===== config.mk =====
export PLATFORM = sky130hd
export DESIGN_NAME = accu_group
export DESIGN_NICKNAME = d
export VERILOG_FILES = /design/src/rtl/accu_group.sv
export SDC_FILE = /design/constraint.sdc
export NUM_CORES = 1
export LEC_CHECK = 0
export CAP_MARGIN = 20
export CORE_MARGIN = 5
export CORE_UTILIZATION = 47
export CTS_CLUSTER_SIZE = 20
export DETAILED_ROUTE_END_ITERATION = 12
export GPL_TIMING_DRIVEN = 1
export PLACE_DENSITY = 0.75
export SYNTH_ARGS = -nofsm -noshare
export SYNTH_HDL_FRONTEND = slang
export SYNTH_SLANG_ARGS = --single-unit

===== constraint.sdc =====
create_clock -name clk -period 2.1 [get_ports clk]
set_input_delay 0.525 -clock clk [delete_from_list [all_inputs] [get_ports clk]]
set_output_delay 0.525 -clock clk [all_outputs]
set_load 0.005 [all_outputs]

===== src/rtl/accu_group.sv =====
// Group accumulator: sums GROUP_N accepted samples and emits each total through a
// registered valid/ready output, with early flush and a selectable input-gap policy.
module accu_group #(
    parameter int  DATA_W   = 8,
    parameter int  GROUP_N  = 4,
    parameter int  GAP_MODE = 0,
    localparam int OUT_W    = DATA_W + $clog2(GROUP_N),
    localparam int CNT_W    = $clog2(GROUP_N + 1)
) (
    input  logic              clk,
    input  logic              rst,
    input  logic [DATA_W-1:0] data_in,
    input  logic              valid_in,
    output logic              ready_in,
    input  logic              flush,
    output logic [OUT_W-1:0]  data_out,
    output logic [CNT_W-1:0]  count_out,
    output logic              valid_out,
    input  logic              ready_out
);

    logic [OUT_W-1:0] acc_q,   acc_d;
    logic [CNT_W-1:0] cnt_q,   cnt_d;
    logic [OUT_W-1:0] data_q,  data_d;
    logic [CNT_W-1:0] count_q, count_d;
    logic             valid_q, valid_d;

    logic             accept;
    logic             flush_eff;
    logic             load;
    logic [OUT_W-1:0] sum;
    logic [CNT_W-1:0] cnt_inc;

    // A full output register frees up in the same cycle the consumer takes it.
    assign ready_in  = !valid_q || ready_out;
    assign accept    = valid_in && ready_in;
    assign flush_eff = flush && ready_in;
    assign sum       = acc_q + OUT_W'(data_in);
    assign cnt_inc   = cnt_q + CNT_W'(1);

    always_comb begin
        // NOTE: every variable gets a default before any branch so no latch is inferred.
        acc_d   = acc_q;
        cnt_d   = cnt_q;
        data_d  = data_q;
        count_d = count_q;
        load    = 1'b0;

        if (accept) begin
            if (cnt_inc == CNT_W'(GROUP_N) || flush_eff) begin
                data_d  = sum;
                count_d = cnt_inc;
                acc_d   = '0;
                cnt_d   = '0;
                load    = 1'b1;
            end else begin
                acc_d = sum;
                cnt_d = cnt_inc;
            end
        end else if (flush_eff && cnt_q != '0) begin
            data_d  = acc_q;
            count_d = cnt_q;
            acc_d   = '0;
            cnt_d   = '0;
            load    = 1'b1;
        end else if (GAP_MODE == 1 && ready_in && !valid_in && cnt_q != '0) begin
            // A stalled cycle is not a gap, hence the ready_in qualifier.
            acc_d = '0;
            cnt_d = '0;
        end

        valid_d = load || (valid_q && !ready_out);
    end

    always_ff @(posedge clk) begin
        // NOTE: state registers use non-blocking assignments so all of them update together.
        if (rst) begin
            acc_q   <= '0;
            cnt_q   <= '0;
            data_q  <= '0;
            count_q <= '0;
            valid_q <= 1'b0;
        end else begin
            acc_q   <= acc_d;
            cnt_q   <= cnt_d;
            data_q  <= data_d;
            count_q <= count_d;
            valid_q <= valid_d;
        end
    end

    assign data_out  = data_q;
    assign count_out = count_q;
    assign valid_out = valid_q;

endmodule

# --- After elaboration in Yosys (flattened, before gate mapping) ---
# Index checks and enable logic that the tools add are counted.
totals:
  in_bits: 13
  wordCells: 36
  reg_bits: 27
  ram_bits: 0
  out_inout_bits: 15
  romBits: 0
  memories: 0
  latchBits: 0
op_classes:
  n_eq_ne: 2
  n_lt_le_gt_ge: 0
  shift: 0
  mux: 15
  n_reduce_logical: 12
  addsub: 2
  n_div: 0
  mul: 0
  bitwise: 0
op_table:
  columns: ["operator", "n"]
  rows:
  - ["$mux W10", 6]
  - ["$mux W3", 6]
  - ["$add A10 B8 Y10", 1]
  - ["$logic_and A1 B1 Y1", 4]
  - ["$add A3 B1 Y3 const B", 1]
  - ["$eq A3 B3 Y1 const B", 1]
  - ["$logic_or A1 B1 Y1", 3]
  - ["$mux W1", 3]
  - ["$reduce_bool A3 Y1", 1]
  - ["$logic_not A1 Y1", 2]
  - ["$ne A2 B1 Y1 const B", 1]
  - ["$reduce_and A2 Y1", 1]
  - ["$reduce_bool A2 Y1", 1]

# --- Depth between registers and ports, before layout ---
# Gate-level depths: netlist of the first run.
logic_depth:
  ltp_word: 7
  ltp_mapped: 8
  depth_no_buf: 7

# --- Least setup slack after synthesis of the first run ---
# Ideal clock, no wire load.
synth_timing:
  path_kind: "input -> register"
  startpoint: "in data_in[0]"
  endpoint: "reg data_q[6] (netlist: data_out[6])"
  path_stages: 7
  slack_ps: -13
  t_required_ps: 2009
  path_buffers: 0
  arrival_time_ps: 2022
  setup_ps: 91
  cell_sequence: "ha_1 fa_1 a211oi_1 o21bai_1 mux2i_1 o21ai_1 a311oi_1"
synth_via:
  elab_chain_cells: 3
synth_rtl:
  columns: ["element", "line_no", "source"]
  rows:
  - ["start: declaration", "12", "input logic [DATA_W-1:0] data_in,"]
  - ["$add A10 B8 Y10", "38", "assign sum = acc_q + OUT_W'(data_in);"]
  - ["$mux W10", "50", "if (cnt_inc == CNT_W'(GROUP_N) || flush_eff) begin"]
  - ["$mux W10", "49", "if (accept) begin"]
  - ["end signal: assignment", "86", "data_q <= data_d;"]
  - ["end: declaration", "24", "logic [OUT_W-1:0] data_q, data_d;"]
# No other way between the ends. The select of a mux whose other input is x is not followed.
# A chain may end at the register's enable or synchronous reset.

# --- Final worst setup path of the first run ---
layout_timing:
  startpoint: "in data_in[2]"
  endpoint: "reg data_q[6] (netlist: data_out[6])"
# Same word-level chain as after synthesis.

==> flow_summary.rst, run 1 <==
.. list-table::
   :header-rows: 1

   * - Metric
     - Value
   * - Result of the run
     - complete, no violations
   * - Count of maximum capacitance violations
     - 0
   * - Area of the core
     - 3340 µm²
   * - Met1 capacity usage during global routing
     - 22.3%
   * - Reg2reg start
     - acc_q[0]$_SDFFE_PP0P_
   * - Critical path data required time
     - 2.36 ns
   * - Headroom to the max-slew limit
     - 73.7%
   * - IO buf count
     - 27
   * - Routed wire length per instance
     - 15.0 µm
   * - Final RePlAce weighted congestion
     - 0.880
   * - Area growth from synthesis to layout
     - 39.6%
   * - Initial antenna violation count
     - 0
   * - CTS tree
     - built
   * - Clock period minus final worst setup slack
     - 2.07 ns
   * - Worst-Skew Late Latency
     - 0.34 ns
   * - Category of the most critical setup path
     - in2reg
   * - Total congestion overflow after global routing
     - 0
   * - Slew at the pin closest to its max-slew limit
     - 0.394 ns
   * - Standard cell with the maximum stage delay on the critical path
     - sky130_fd_sc_hd__clkdlybuf4s50_1
   * - Cts bufs inserted
     - 3
   * - Grt met3 use
     - 4.05%
   * - DIE AREA
     - 4720 µm²
   * - Number of flops mapped to enable cells by yosys
     - 0
   * - Number of rows created at floorplan
     - 21
   * - Largest area contributor in the synthesized netlist
     - sky130_fd_sc_hd__dfxtp_1
   * - Capturing element type of the critical path
     - register
   * - Total routing resource utilization after global routing
     - 18.8%
   * - Number of synthesized register bits
     - 27
   * - Vias after detailed routing
     - 1587
   * - Height of the chip
     - 68.7 µm
   * - Antenna cell count
     - 0
   * - Warning count from the yosys run
     - 0
   * - Number of pins with negative max-slew slack in the final report
     - 0
   * - Worst Setup Start Kind
     - input port
   * - Netlist cell types
     - 50
   * - Share of the synthesized area in the top cell type
     - 33.3%
   * - Dominant register cell in the synthesized netlist
     - sky130_fd_sc_hd__dfxtp_1
   * - Period Utilization, post-route
     - 98.4%
   * - Vias per std cell
     - 5.49
   * - Buf/Inv on CP
     - 2
   * - Worst Skew
     - 0.00389 ns
   * - Capture point of the worst reg-to-reg path
     - data_out[6]$_SDFFE_PP0P_
   * - Number of endpoints failing setup at the final stage
     - 0
   * - Static leakage
     - 0.880 nW
   * - Register area share after synthesis
     - 33.3%
   * - Placed wire-length estimate
     - 3.18 mm
   * - Post-synth top cells
     - sky130_fd_sc_hd__dfxtp_1, sky130_fd_sc_hd__nor2_1, sky130_fd_sc_hd__nand2_1
   * - Starting density of the core
     - 48.6%
   * - GR Layer Usage met2
     - 33.4%
   * - Asr flop ratio synth
     - 0%
   * - Cell depth of the worst min-delay path
     - 2
   * - Antenna Violating Nets Remaining
     - 0
   * - Total length of routed wires
     - 4.32 mm
   * - Register-to-register setup slack
     - 0.14 ns
   * - Average size of a mapped cell
     - 8.81 µm²
   * - RSZ-0062 raised after global routing
     - yes
   * - Post-placement cell count
     - 281
   * - Layout cell share with drive strength beyond 1
     - 27.2%
   * - Final Instance Count excl. Fillers
     - 289
   * - Area contributors post-synth
     - sky130_fd_sc_hd__dfxtp_1, sky130_fd_sc_hd__ha_1, sky130_fd_sc_hd__nor2_1
   * - Path category of the worst min-delay check
     - reg2reg
   * - CP Data Arrival Time
     - 2.33 ns
   * - Instance count of the mapped netlist
     - 184
   * - Slowest cell delay on critical path
     - 0.52 ns
   * - Critical path cell sequence
     - clkdlybuf4s50_1 -> ha_4 -> buf_4 -> a211oi_2 -> o21bai_1 -> mux2i_1 -> o21ai_1 -> a311oi_1
   * - Post-Syn Nets
     - 209
   * - Most congested layer reported by global routing
     - met2
   * - Most instantiated library cell after synthesis
     - sky130_fd_sc_hd__dfxtp_1
   * - Post-synth design cell area
     - 1620 µm²
   * - Final Hold Violating Endpoints
     - 0
   * - Maximum clock path buffer count
     - 2
   * - Worst r2r path cells
     - 7
   * - Total Negative Setup Slacks
     - 0 ns
   * - Clock transition at the register clock pins on the worst setup and hold paths after CTS
     - 0.15 ns
   * - Clock sink count
     - 27
   * - Kind of cell adding the most delay to the critical path
     - compound AO/OA/AOI/OAI gates
   * - Maximum clock frequency
     - 484 MHz
   * - Max IR drop VDD
     - 0.000377 V
   * - Number of global-route vias before repair
     - 1549
   * - Count of TritonRoute iterations in the first routing pass
     - 4
   * - CTS H-tree lvls
     - 1
   * - Pin count of the biggest net entering global routing
     - 20
   * - Root buffer cell
     - sky130_fd_sc_hd__clkbuf_4
   * - Power density over the cells
     - 546 nW/µm²
   * - First-pass GRT wire length
     - 6.78 mm
   * - Min-delay src
     - acc_q[6]$_SDFFE_PP0P_
   * - Destination of the worst hold path
     - acc_q[6]$_SDFFE_PP0P_
   * - Horizontal die dimension
     - 68.7 µm
   * - Maximum net fanout on the critical path
     - 2
   * - Final nets
     - 269
   * - Detailed router's first-iteration violation count
     - 92
   * - Number of buffers inserted by hold repair at cts
     - 0
   * - Boundary Pins
     - 28
   * - Count of unresolved DRC violations after routing
     - 0
-- state kept, by name (all words and copies together), names as in the netlist --
register,cells
data_out,10
valid_out,1
cnt_q,3
acc_q,10
count_out,3
-- per-layer routing --
layer	part of all wire, %	routed length [µm]
met2	52	2240
met5	0	0
met3	5.5	236
met4	1.0	44
met1	42	1800
-- placed cells by master, fill, tap and decap left out, types with 2 or more instances in the layout --
master	n
sky130_fd_sc_hd__xnor2_1	6
sky130_fd_sc_hd__ha_4	4
sky130_fd_sc_hd__dlygate4sd2_1	2
sky130_fd_sc_hd__clkbuf_4	3
sky130_fd_sc_hd__mux2i_1	3
sky130_fd_sc_hd__a21o_1	2
sky130_fd_sc_hd__a21oi_1	14
sky130_fd_sc_hd__a211oi_1	2
sky130_fd_sc_hd__nand2b_1	3
sky130_fd_sc_hd__ha_1	6
sky130_fd_sc_hd__o21ai_1	2
sky130_fd_sc_hd__a2bb2oi_1	3
sky130_fd_sc_hd__buf_4	36
sky130_fd_sc_hd__a21oi_2	3
sky130_fd_sc_hd__or3_1	2
sky130_fd_sc_hd__o21ai_0	7
sky130_fd_sc_hd__a22oi_1	3
sky130_fd_sc_hd__nand2_1	18
sky130_fd_sc_hd__o211ai_1	2
sky130_fd_sc_hd__nor2_1	26
sky130_fd_sc_hd__a311oi_2	4
sky130_fd_sc_hd__a211oi_2	2
sky130_fd_sc_hd__a311oi_1	4
sky130_fd_sc_hd__inv_1	5
sky130_fd_sc_hd__clkdlybuf4s50_1	25
sky130_fd_sc_hd__dfxtp_1	27
sky130_fd_sc_hd__and2_1	2
-- cell type report --
class / instances / area (µm²)
clock buffers: 3 / 22.5
clock inverters: 1 / 5.00
fillers: 276 / 1070
inverters: 6 / 22.5
multi-input cells: 143 / 1080
flip-flops and latches: 27 / 541
well taps: 46 / 57.6
repair buffers: 63 / 538
-- stage by stage --
stage	total power, mW	hold slack [ns]	utilization (%)	area (µm²)	setup WS, ns
final	1.24	0.493	67.8	2260	0.0328
after global routing	1.31	0.523	67.8	2260	-0.00379
after CTS	1.22	0.497	65.6	2190	0.00568
after detailed placement	0.976	0.476	63.9	2130	-0.526
after global placement	0.962	0.465	63.9	2130	-0.451
after floorplan	0.806	0.449	-	1630	0.0405
-- report_power, final --
group / internal, mW / switching (mW) / leakage [nW]
Sequential: 0.547 / 0.0248 / 0.221
Clock: 0.0718 / 0.161 / 0.0177
Combinational: 0.228 / 0.204 / 0.641
-- worst max-delay path by stage --
stage | startpoint | to | slack (ns) | depth (start not counted)
after CTS | data_in[4] | data_out[9]$_SDFFE_PP0P_ | 0.006 | 7
after global routing | data_in[2] | data_out[4]$_SDFFE_PP0P_ | -0.004 | 9
after global placement | data_in[0] | data_out[6]$_SDFFE_PP0P_ | -0.45 | 8
final | data_in[2] | data_out[6]$_SDFFE_PP0P_ | 0.03 | 8
after detailed placement | data_in[0] | data_out[6]$_SDFFE_PP0P_ | -0.53 | 8
after floorplan | data_in[0] | data_out[6]$_SDFFE_PP0P_ | 0.04 | 7
-- tightest hold or removal path: cells and delay by family, from the launching register on --
kind	cells	cell delay, ns
flip-flops	1	0.35
AND/OR/NAND/NOR	1	0.06
AO/OA/AOI/OAI	1	0.05
-- repair_timing --
item | CTS | global route
gates resized for setup | 6 | 6
setup buffers | 2 | 2
pin swaps | 5 | 6
endpoints found under the setup margin | 7 | 3
-- kinds of logic (layout without fill, tap and decap cells) --
| group | count (synthesis) | count (layout) | synth area share (%) |
|---|---|---|---|
| buffers and inverters | 14 | 73 | 5.17 |
| adders and majority gates | 12 | 12 | 9.72 |
| DFF | 27 | 27 | 33.3 |
| muxes | 3 | 3 | 1.85 |
| AOI/OAI and AO/OA | 59 | 59 | 27.2 |
| and+or+nand+nor | 62 | 62 | 18.9 |
| xor gates and xnor gates | 7 | 7 | 3.78 |
No activity file was read; power rests on OpenSTA's default activity.
==> run 2, diff against run 1 <==
- CORE_UTILIZATION: 47 -> 40
- PLACE_DENSITY: 0.75 -> 0.66
- SKIP_LAST_GASP: unset -> 1
==> flow_summary.rst, run 2 (synthesis gave the netlist of run 1 again) <==
.. list-table::
   :header-rows: 1

   * - Metric
     - Value
   * - Result of the run
     - complete, no violations
   * - Count of unresolved DRC violations after routing
     - 0 (unchanged)
   * - Destination of the worst hold path
     - data_out[2]$_SDFFE_PP0P_
   * - IO buf count
     - 27 (unchanged)
   * - Portion of total power attributed to combinational logic
     - 33.6% (-1.3 points)
   * - Final RePlAce weighted congestion
     - 0.813 (-7.7%)
   * - Path category of the worst min-delay check
     - reg2reg
   * - Maximum clock path buffer count
     - 2 (unchanged)
   * - Count of TritonRoute iterations in the first routing pass
     - 4 (unchanged)
   * - Standard cell with the maximum stage delay on the critical path
     - sky130_fd_sc_hd__clkdlybuf4s50_1
   * - Placed cell area
     - 2170 µm² (+1.9%)
   * - Clock period minus final worst setup slack
     - 2.04 ns (-0.0294 ns)
   * - Final Hold Violating Endpoints
     - 0 (unchanged)
   * - Number of global-route vias before repair
     - 1424 (-8.1%)
   * - Maximum net fanout on the critical path
     - 4 (+2)
   * - Power density over the cells
     - 557 nW/µm² (+1.9%)
   * - Capture point of the worst reg-to-reg path
     - acc_q[9]$_SDFFE_PP0P_
   * - Antenna Violating Nets Remaining
     - 0 (unchanged)
   * - Reg2reg start
     - cnt_q[0]$_SDFFE_PP0P_
   * - Horizontal die dimension
     - 73.7 µm (+7.2%)
   * - Post-placement cell count
     - 288 (+2.5%)
   * - Critical path data required time
     - 2.30 ns (-0.06 ns)
   * - Number of pins with negative max-slew slack in the final report
     - 0 (unchanged)
   * - Number of rows created at floorplan
     - 23 (+9.5%)
   * - Worst-Skew Late Latency
     - 0.27 ns (-0.07 ns)
   * - Post-layout total power
     - 1.31 mW (+5.7%)
   * - Worst r2r path cells
     - 5 (-2)
   * - Detailed router's first-iteration violation count
     - 65 (-29%)
   * - Headroom to the max-slew limit
     - 77.9% (+4.2 points)
   * - Fin area
     - 2350 µm² (+3.8%)
   * - Starting density of the core
     - 40.8% (-7.8 points)
   * - Static leakage
     - 0.920 nW (+4.5%)
   * - CTS H-tree lvls
     - 1 (unchanged)
   * - Area growth from synthesis to layout
     - 44.8%
   * - Area of the core
     - 3970 µm² (+19%)
   * - Maximum clock frequency
     - 491 MHz (+1.4%)
   * - Cts bufs inserted
     - 3 (unchanged)
   * - Total routing resource utilization after global routing
     - 15.1% (-3.7 points)
   * - Register-to-register setup slack
     - 0.22 ns (+0.08 ns)
   * - Clock sink count
     - 27 (unchanged)
   * - Clock transition at the register clock pins on the worst setup and hold paths after CTS
     - 0.09 ns (-0.06 ns)
   * - Vias per std cell
     - 5.20 (-5.3%)
   * - Slowest cell delay on critical path
     - 0.44 ns (-0.08 ns)
   * - Critical path cell sequence
     - clkdlybuf4s50_1 -> ha_4 -> o211ai_2 -> o21ai_4 -> a22oi_2 -> or3_1 -> a311oi_2
   * - Capturing element type of the critical path
     - register
   * - Number of buffers inserted by hold repair at cts
     - 0 (unchanged)
   * - Clock network fraction of total power
     - 22.7% (+3.9 points)
   * - DIE AREA
     - 5430 µm² (+15%)
   * - Min Hold Slack
     - 0.482 ns (-0.0108 ns)
   * - Total congestion overflow after global routing
     - 0 (unchanged)
   * - Internal portion of total power
     - 0.920 mW (+8.7%)
   * - Min-delay src
     - data_out[2]$_SDFFE_PP0P_
   * - Period Utilization, post-route
     - 97.0% (-1.4 points)
   * - Boundary Pins
     - 28 (unchanged)
   * - Routed wire length per instance
     - 13.3 µm (-11%)
   * - Total length of routed wires
     - 3.93 mm (-9.2%)
   * - Top library cells by usage in the layout, fill and taps aside
     - sky130_fd_sc_hd__buf_4, sky130_fd_sc_hd__dfxtp_1, sky130_fd_sc_hd__nor2_1, sky130_fd_sc_hd__clkdlybuf4s50_1, sky130_fd_sc_hd__nand2_1
   * - Vias after detailed routing
     - 1534 (-3.3%)
   * - Height of the chip
     - 73.7 µm (+7.2%)
   * - Initial antenna violation count
     - 0 (unchanged)
   * - Final Instance Count excl. Fillers
     - 295 (+2.1%)
   * - Final nets
     - 271 (+0.74%)
   * - Antenna cell count
     - 0 (unchanged)
   * - Slew at the pin closest to its max-slew limit
     - 0.332 ns (-0.0618 ns)
   * - Part of the total power dissipated in sequential elements
     - 43.7% (-2.6 points)
   * - Most frequent standard cell in the layout excluding fill and tap cells
     - sky130_fd_sc_hd__buf_4
   * - Worst Skew
     - 0.00377 ns (-0.000113 ns)
   * - Placed wire-length estimate
     - 2.97 mm (-6.8%)
   * - CTS tree
     - built
   * - Cell depth of the worst min-delay path
     - 2 (unchanged)
   * - Switching component of the power
     - 0.387 mW (-0.63%)
   * - Category of the most critical setup path
     - in2reg
   * - Count of maximum capacitance violations
     - 0 (unchanged)
   * - Pin count of the biggest net entering global routing
     - 23 (+15%)
   * - CP Data Arrival Time
     - 2.23 ns (-0.10 ns)
   * - Worst Setup Start Kind
     - input port
   * - Max IR drop VDD
     - 0.000382 V (+1.4%)
   * - First-pass GRT wire length
     - 6.42 mm (-5.3%)
   * - Root buffer cell
     - sky130_fd_sc_hd__clkbuf_8
   * - Layout cell share with drive strength beyond 1
     - 27.3% (+0.19 points)
   * - Switching part of the total power
     - 29.6% (-1.9 points)
   * - Number of endpoints failing setup at the final stage
     - 0 (unchanged)
[run 2: per-layer routing]
metal,GRT usage [%],up-vias,part of all wire (%)
met5,0,-,0
met4,3.02,0,0.74
met3,3.01,4,3.5
met2,25.3,23,48
met1,20.1,717,47
li1,-,790,-
[run 2: critical path: cells and delay by family]
| family | cells | cell delay [ns] |
|---|---|---|
| simple gates | 1 | 0.33 |
| buf+inv | 1 | 0.44 |
| compound gates | 4 | 0.66 |
| fa+ha+maj | 1 | 0.29 |
[run 2: power by group through the flow]
stage | clock [mW] | sequential, mW | combinational, mW
floorplan | 0 | 0.579 | 0.226
global placement | 0 | 0.581 | 0.400
detailed placement | 0 | 0.582 | 0.404
CTS | 0.306 | 0.572 | 0.421
global route | 0.324 | 0.577 | 0.482
finish | 0.297 | 0.572 | 0.439
[run 2: how the worst max path moves through the flow]
stage	from	to	slack, ns	cells past startpoint
floorplan	data_in[0]	data_out[6]$_SDFFE_PP0P_	0.04	7
global route	data_in[3]	data_out[8]$_SDFFE_PP0P_	-0.003	8
detailed placement	data_in[0]	data_out[6]$_SDFFE_PP0P_	-0.53	8
finish	data_in[3]	data_out[9]$_SDFFE_PP0P_	0.06	7
global placement	data_in[0]	data_out[6]$_SDFFE_PP0P_	-0.45	8
CTS	data_in[3]	data_out[6]$_SDFFE_PP0P_	-0.02	8
[run 2: final cells by class]
type                       instances  area (µm²)
clock buffer                       4        45.0
fill                             360        1620
inverter                           6        22.5
multi-input combinational        143        1110
sequential                        27         541
tap                               50        62.6
timing repair buffer              65         568
[run 2: metrics by stage]
step	setup slack (ns)	TNS (ns)	utilization, %
4_1_cts	-0.0158	-0.0158	57.4
3_5_place_dp	-0.530	-4.96	54.7
6_report	0.0622	0	59.1
2_1_floorplan	0.0405	0	-
3_3_place_gp	-0.452	-4.53	54.7
5_1_grt	-0.00253	-0.00253	59.1
[run 2: what timing repair did]
item | CTS | global route
gates resized for setup | 9 | 12
gates cloned | 0 | 0
pin swaps | 9 | 12
buffers inserted | 3 | 0
setup endpoints to repair | 10 | 8
==> edit 1, RTL diff (config.mk and constraints of run 2) <==
Make the reset (`rst`) asynchronous in one clocked block.
--- a/src/rtl/accu_group.sv
+++ b/src/rtl/accu_group.sv
@@ -73,5 +73,5 @@
     end
 
-    always_ff @(posedge clk) begin
+    always_ff @(posedge clk or posedge rst) begin
         // NOTE: state registers use non-blocking assignments so all of them update together.
         if (rst) begin
Check against the original RTL: differs if rst is asserted again (counterexample within 4 cycles, from zero or initial values and one cycle with rst high); with rst held inactive, the same outputs for 4 cycles.
==> edit 1 against run 2 <==
- non-clock buffer count is 2 lower
- cell count is 4.7% lower
- worst setup slack worse by 0.026 ns
- sequential cell count stayed put
- wire length is 2.8% higher
- critical path depth stayed put
- via count is 4.0% lower
- design area is 3.6% lower
- clock skew is 0.0043 ns higher
- synthesized area is 2.1% lower
- count of clock-buffer cells in the layout stayed put
Power is not compared: it rests on default switching activity, and its combinational part moved more than twofold at a synthesized area within 25%.
==> edit 1: results (changes against run 2) <==
Hold Crit Start=count_out[0]; biggest cell delay along the critical path=0.41 ns (-0.03 ns); number of gates resized after cts=11 (+2); clock network area share=1.99% (+0.072 points); skew final=0.00808 ns (+0.00430 ns); Met3 Wirelength=147 um (+6.5%); GR Util met1=20.6% (+0.52 points); GR Util met2=29.0% (+3.7 points); CP Max Fanout=3 (-1); Logic inverters=7 (+1); NumNets Final=257 (-5.2%); list of most frequent post-synthesis cells=dfrtp_1, nand2_1, nor2_1; post-synth cell types=40 (-20%); RePlAce Congestion=0.873 (+7.4%); bufs w/o clock=63 (-3.1%); final wirelength=4040 um (+2.8%); GRT met3 Usage=2.75% (-0.25 points); FF-to-FF Start=acc_q[0]; Met2 Wirelength=2020 um (+6.2%); sequential area share after synthesis=42.6% (+9.2 points); dpl cells=276 (-4.2%); Fill cells=369 (+2.5%); buffer share of cell area=24.3% (+0.080 points); All-Layer GR Usage=16.5% (+1.4 points); HPWL after DPL=3130 um (+5.5%); share of the synthesized area in the top cell type=42.6% (+9.2 points); number of global-route vias before repair=1508 (+5.9%); first-pass GRT wire length=6920 um (+7.8%); layout cells sized above 1=23.4% (-4.0 points); pin count of the biggest net entering global routing=28 (+22%); Pre-antenna DRT Iters=6 (+2); Syn Nets=195 (-6.7%); Primary FF master, synth=dfrtp_1; status=completed; Worst slew margin=77.3% (-0.52 points); area of the multi-input gates=905 um^2 (-18%); pre-CTS WS=-0.531 ns (-0.000155 ns); M1 WL=1810 um (-2.4%); Mean Syn Cell Area=9.34 um^2 (+6.0%)
## edit 1: cell families after synthesis
| group | count (synthesis) | share of synthesized area (%) |
|---|---|---|
| AOI/OAI and AO/OA | 52 | 21.0 |
| muxes | 4 | 2.60 |
| DFF | 27 | 42.6 |
| adders and majority gates | 12 | 9.93 |
| and+or+nand+nor | 57 | 17.6 |
| xor gates and xnor gates | 5 | 2.76 |
| buffers and inverters | 13 | 3.62 |
## edit 1: stage by stage
step,instance area [um^2],utilization (%)
global route,2260,57.8
finish,2260,57.8
CTS,2260,57.7
global placement,2160,55.3
detailed placement,2160,55.3
floorplan,1590,-
## edit 1: final timing paths
check,to,slack [ns],cells past startpoint
min in group asynchronous,data_out[9],0.59,3
hold / removal,count_out[0],0.50,2
max in group asynchronous,count_out[0],1.25,3
setup reg to reg,data_out[8],0.18,7
setup / recovery,data_out[8],0.04,7
hold reg to reg,count_out[0],0.50,2
==> edit 2, RTL diff (settings of run 2) <==
Made on the original files. Set the parameter `GROUP_N` to 8 (it was 4).
--- a/src/rtl/accu_group.sv
+++ b/src/rtl/accu_group.sv
@@ -3,5 +3,5 @@
 module accu_group #(
     parameter int  DATA_W   = 8,
-    parameter int  GROUP_N  = 4,
+    parameter int  GROUP_N  = 8,
     parameter int  GAP_MODE = 0,
     localparam int OUT_W    = DATA_W + $clog2(GROUP_N),
Interface: changed (resized count_out and data_out); port bits go from 28 to 30. The function was not compared with the original's and may differ.
==> edit 2 against run 2 <==
- cell count is 7.1% higher
- wire length up 16%
- synthesized area is 10% higher
- critical path depth grew 1
- fmax decreased by 0.73%
- clock skew is 0.00094 ns higher
- hold slack lost 0.015 ns
- via count increased by 11%
- design area rose by 11%
- sequential cell count is 4 higher
- total power increased by 22%
- register-to-register slack got worse by 0.06 ns
- first-iteration DRC count rose by 29%
- worst setup slack worse by 0.015 ns
- critical path type unchanged
==> edit 2: results (changes against run 2) <==
status=completed; Cell Count, Final, Fillers Out=316 (+7.1%); dpl cells=308 (+6.9%); Met2 Wirelength=2170 um (+14%); P_clk=466 uW (+57%); clock-pin slew of the registers on the worst-case setup and hold paths=0.06 ns (-0.03 ns); number of global-route vias before repair=1552 (+9.0%); list of most frequent post-synthesis cells=dfxtp_1, nand2_1, nor2_1; per-cell routed wire length=14.4 um (+8.3%); CTS H-tree lvls=2 (+1); input/output buffers=29 (+7.4%); first-pass GRT wire length=7150 um (+11%); M1 WL=2110 um (+13%); CP Max Fanout=3 (-1); HPWL after DPL=3330 um (+12%); r2r endpoint=count_out[1]; sequential area share after synthesis=34.8% (+1.4 points); GR Util met2=23.3% (-2.0 points); GR Util met1=18.9% (-1.2 points); violation count after the first detailed-route iteration=84 (+29%); layout cells sized above 1=29.2% (+1.8 points); Peak VDD IR=0.000239 V (-38%); pin count of the biggest net entering global routing=17 (-26%); Met3 Wirelength=199 um (+44%); Fill cells=380 (+5.6%); top cell family by delay on the critical path=buffers and inverters; NumNets Final=288 (+6.3%); Min Hold Slack=0.468 ns (-0.0146 ns); All-Layer GR Usage=14.8% (-0.33 points); leak pwr=0.000996 uW (+8.3%); skew final=0.00472 ns (+0.000945 ns); via-per-instance ratio=5.38 (+3.5%); RePlAce Congestion=0.870 (+7.0%); Mean Syn Cell Area=8.79 um^2 (-0.27%)
## edit 2: changes by cell type after synthesis, sizes merged, moves of 4 or more
| cell | delta |
|---|---|
| nand2 | +7 |
| a211oi | +5 |
| nor2 | -5 |
| dfxtp | +4 |
| o21ai | -4 |
## edit 2: timing repair
item | CTS | global route
buffers inserted | 1 | 0
endpoints found under the setup margin | 12 | 15
pin swaps | 12 | 12
gates resized for setup | 13 | 19
## edit 2: worst max path at each step
stage / from / to / slack (ns) / depth (start not counted)
after floorplan: data_in[0] / data_out[10] / 0.07 / 7
after global placement: data_in[0] / data_out[9] / -0.38 / 8
after detailed placement: data_in[0] / data_out[10] / -0.40 / 8
after CTS: ready_out / ready_in / -0.11 / 3
after global routing: data_in[5] / data_out[6] / -0.03 / 8
final: data_in[3] / data_out[6] / 0.05 / 8
## edit 2: through the flow
stage	setup WS, ns	area (um^2)	TNS, ns
after global routing	-0.0336	2610	-0.0734
final	0.0473	2610	0
after detailed placement	-0.398	2360	-6.77
after global placement	-0.375	2360	-6.10
after CTS	-0.109	2500	-0.203
after floorplan	0.0713	1790	0
## edit 2: worst register-to-register path, stage by stage, from the launching register on
cell	delay [ns]
dfxtp_1	0.44
ha_1	0.26
nand2_1	0.08
a21oi_2	0.34
o21ba_4	0.30
buf_4	0.18
nor2_1	0.04
a311oi_1	0.22
## edit 2: area by class of cell
class | instances | share of cell area [%]
clock buffer | 6 | 3.17
tap | 52 | 2.49
inverter | 4 | 0.576
clock inverter | 1 | 0.192
multi-input combinational | 157 | 46.9
sequential | 31 | 23.8
timing repair buffer | 65 | 22.9
## edit 2: kinds of logic after synthesis
group                      synth area share (%)
adders and majority gates                  8.13
DFF                                        34.8
xor gates and xnor gates                   3.93
and+or+nand+nor                            20.3
AOI/OAI and AO/OA                          28.7
buffers and inverters                      4.21
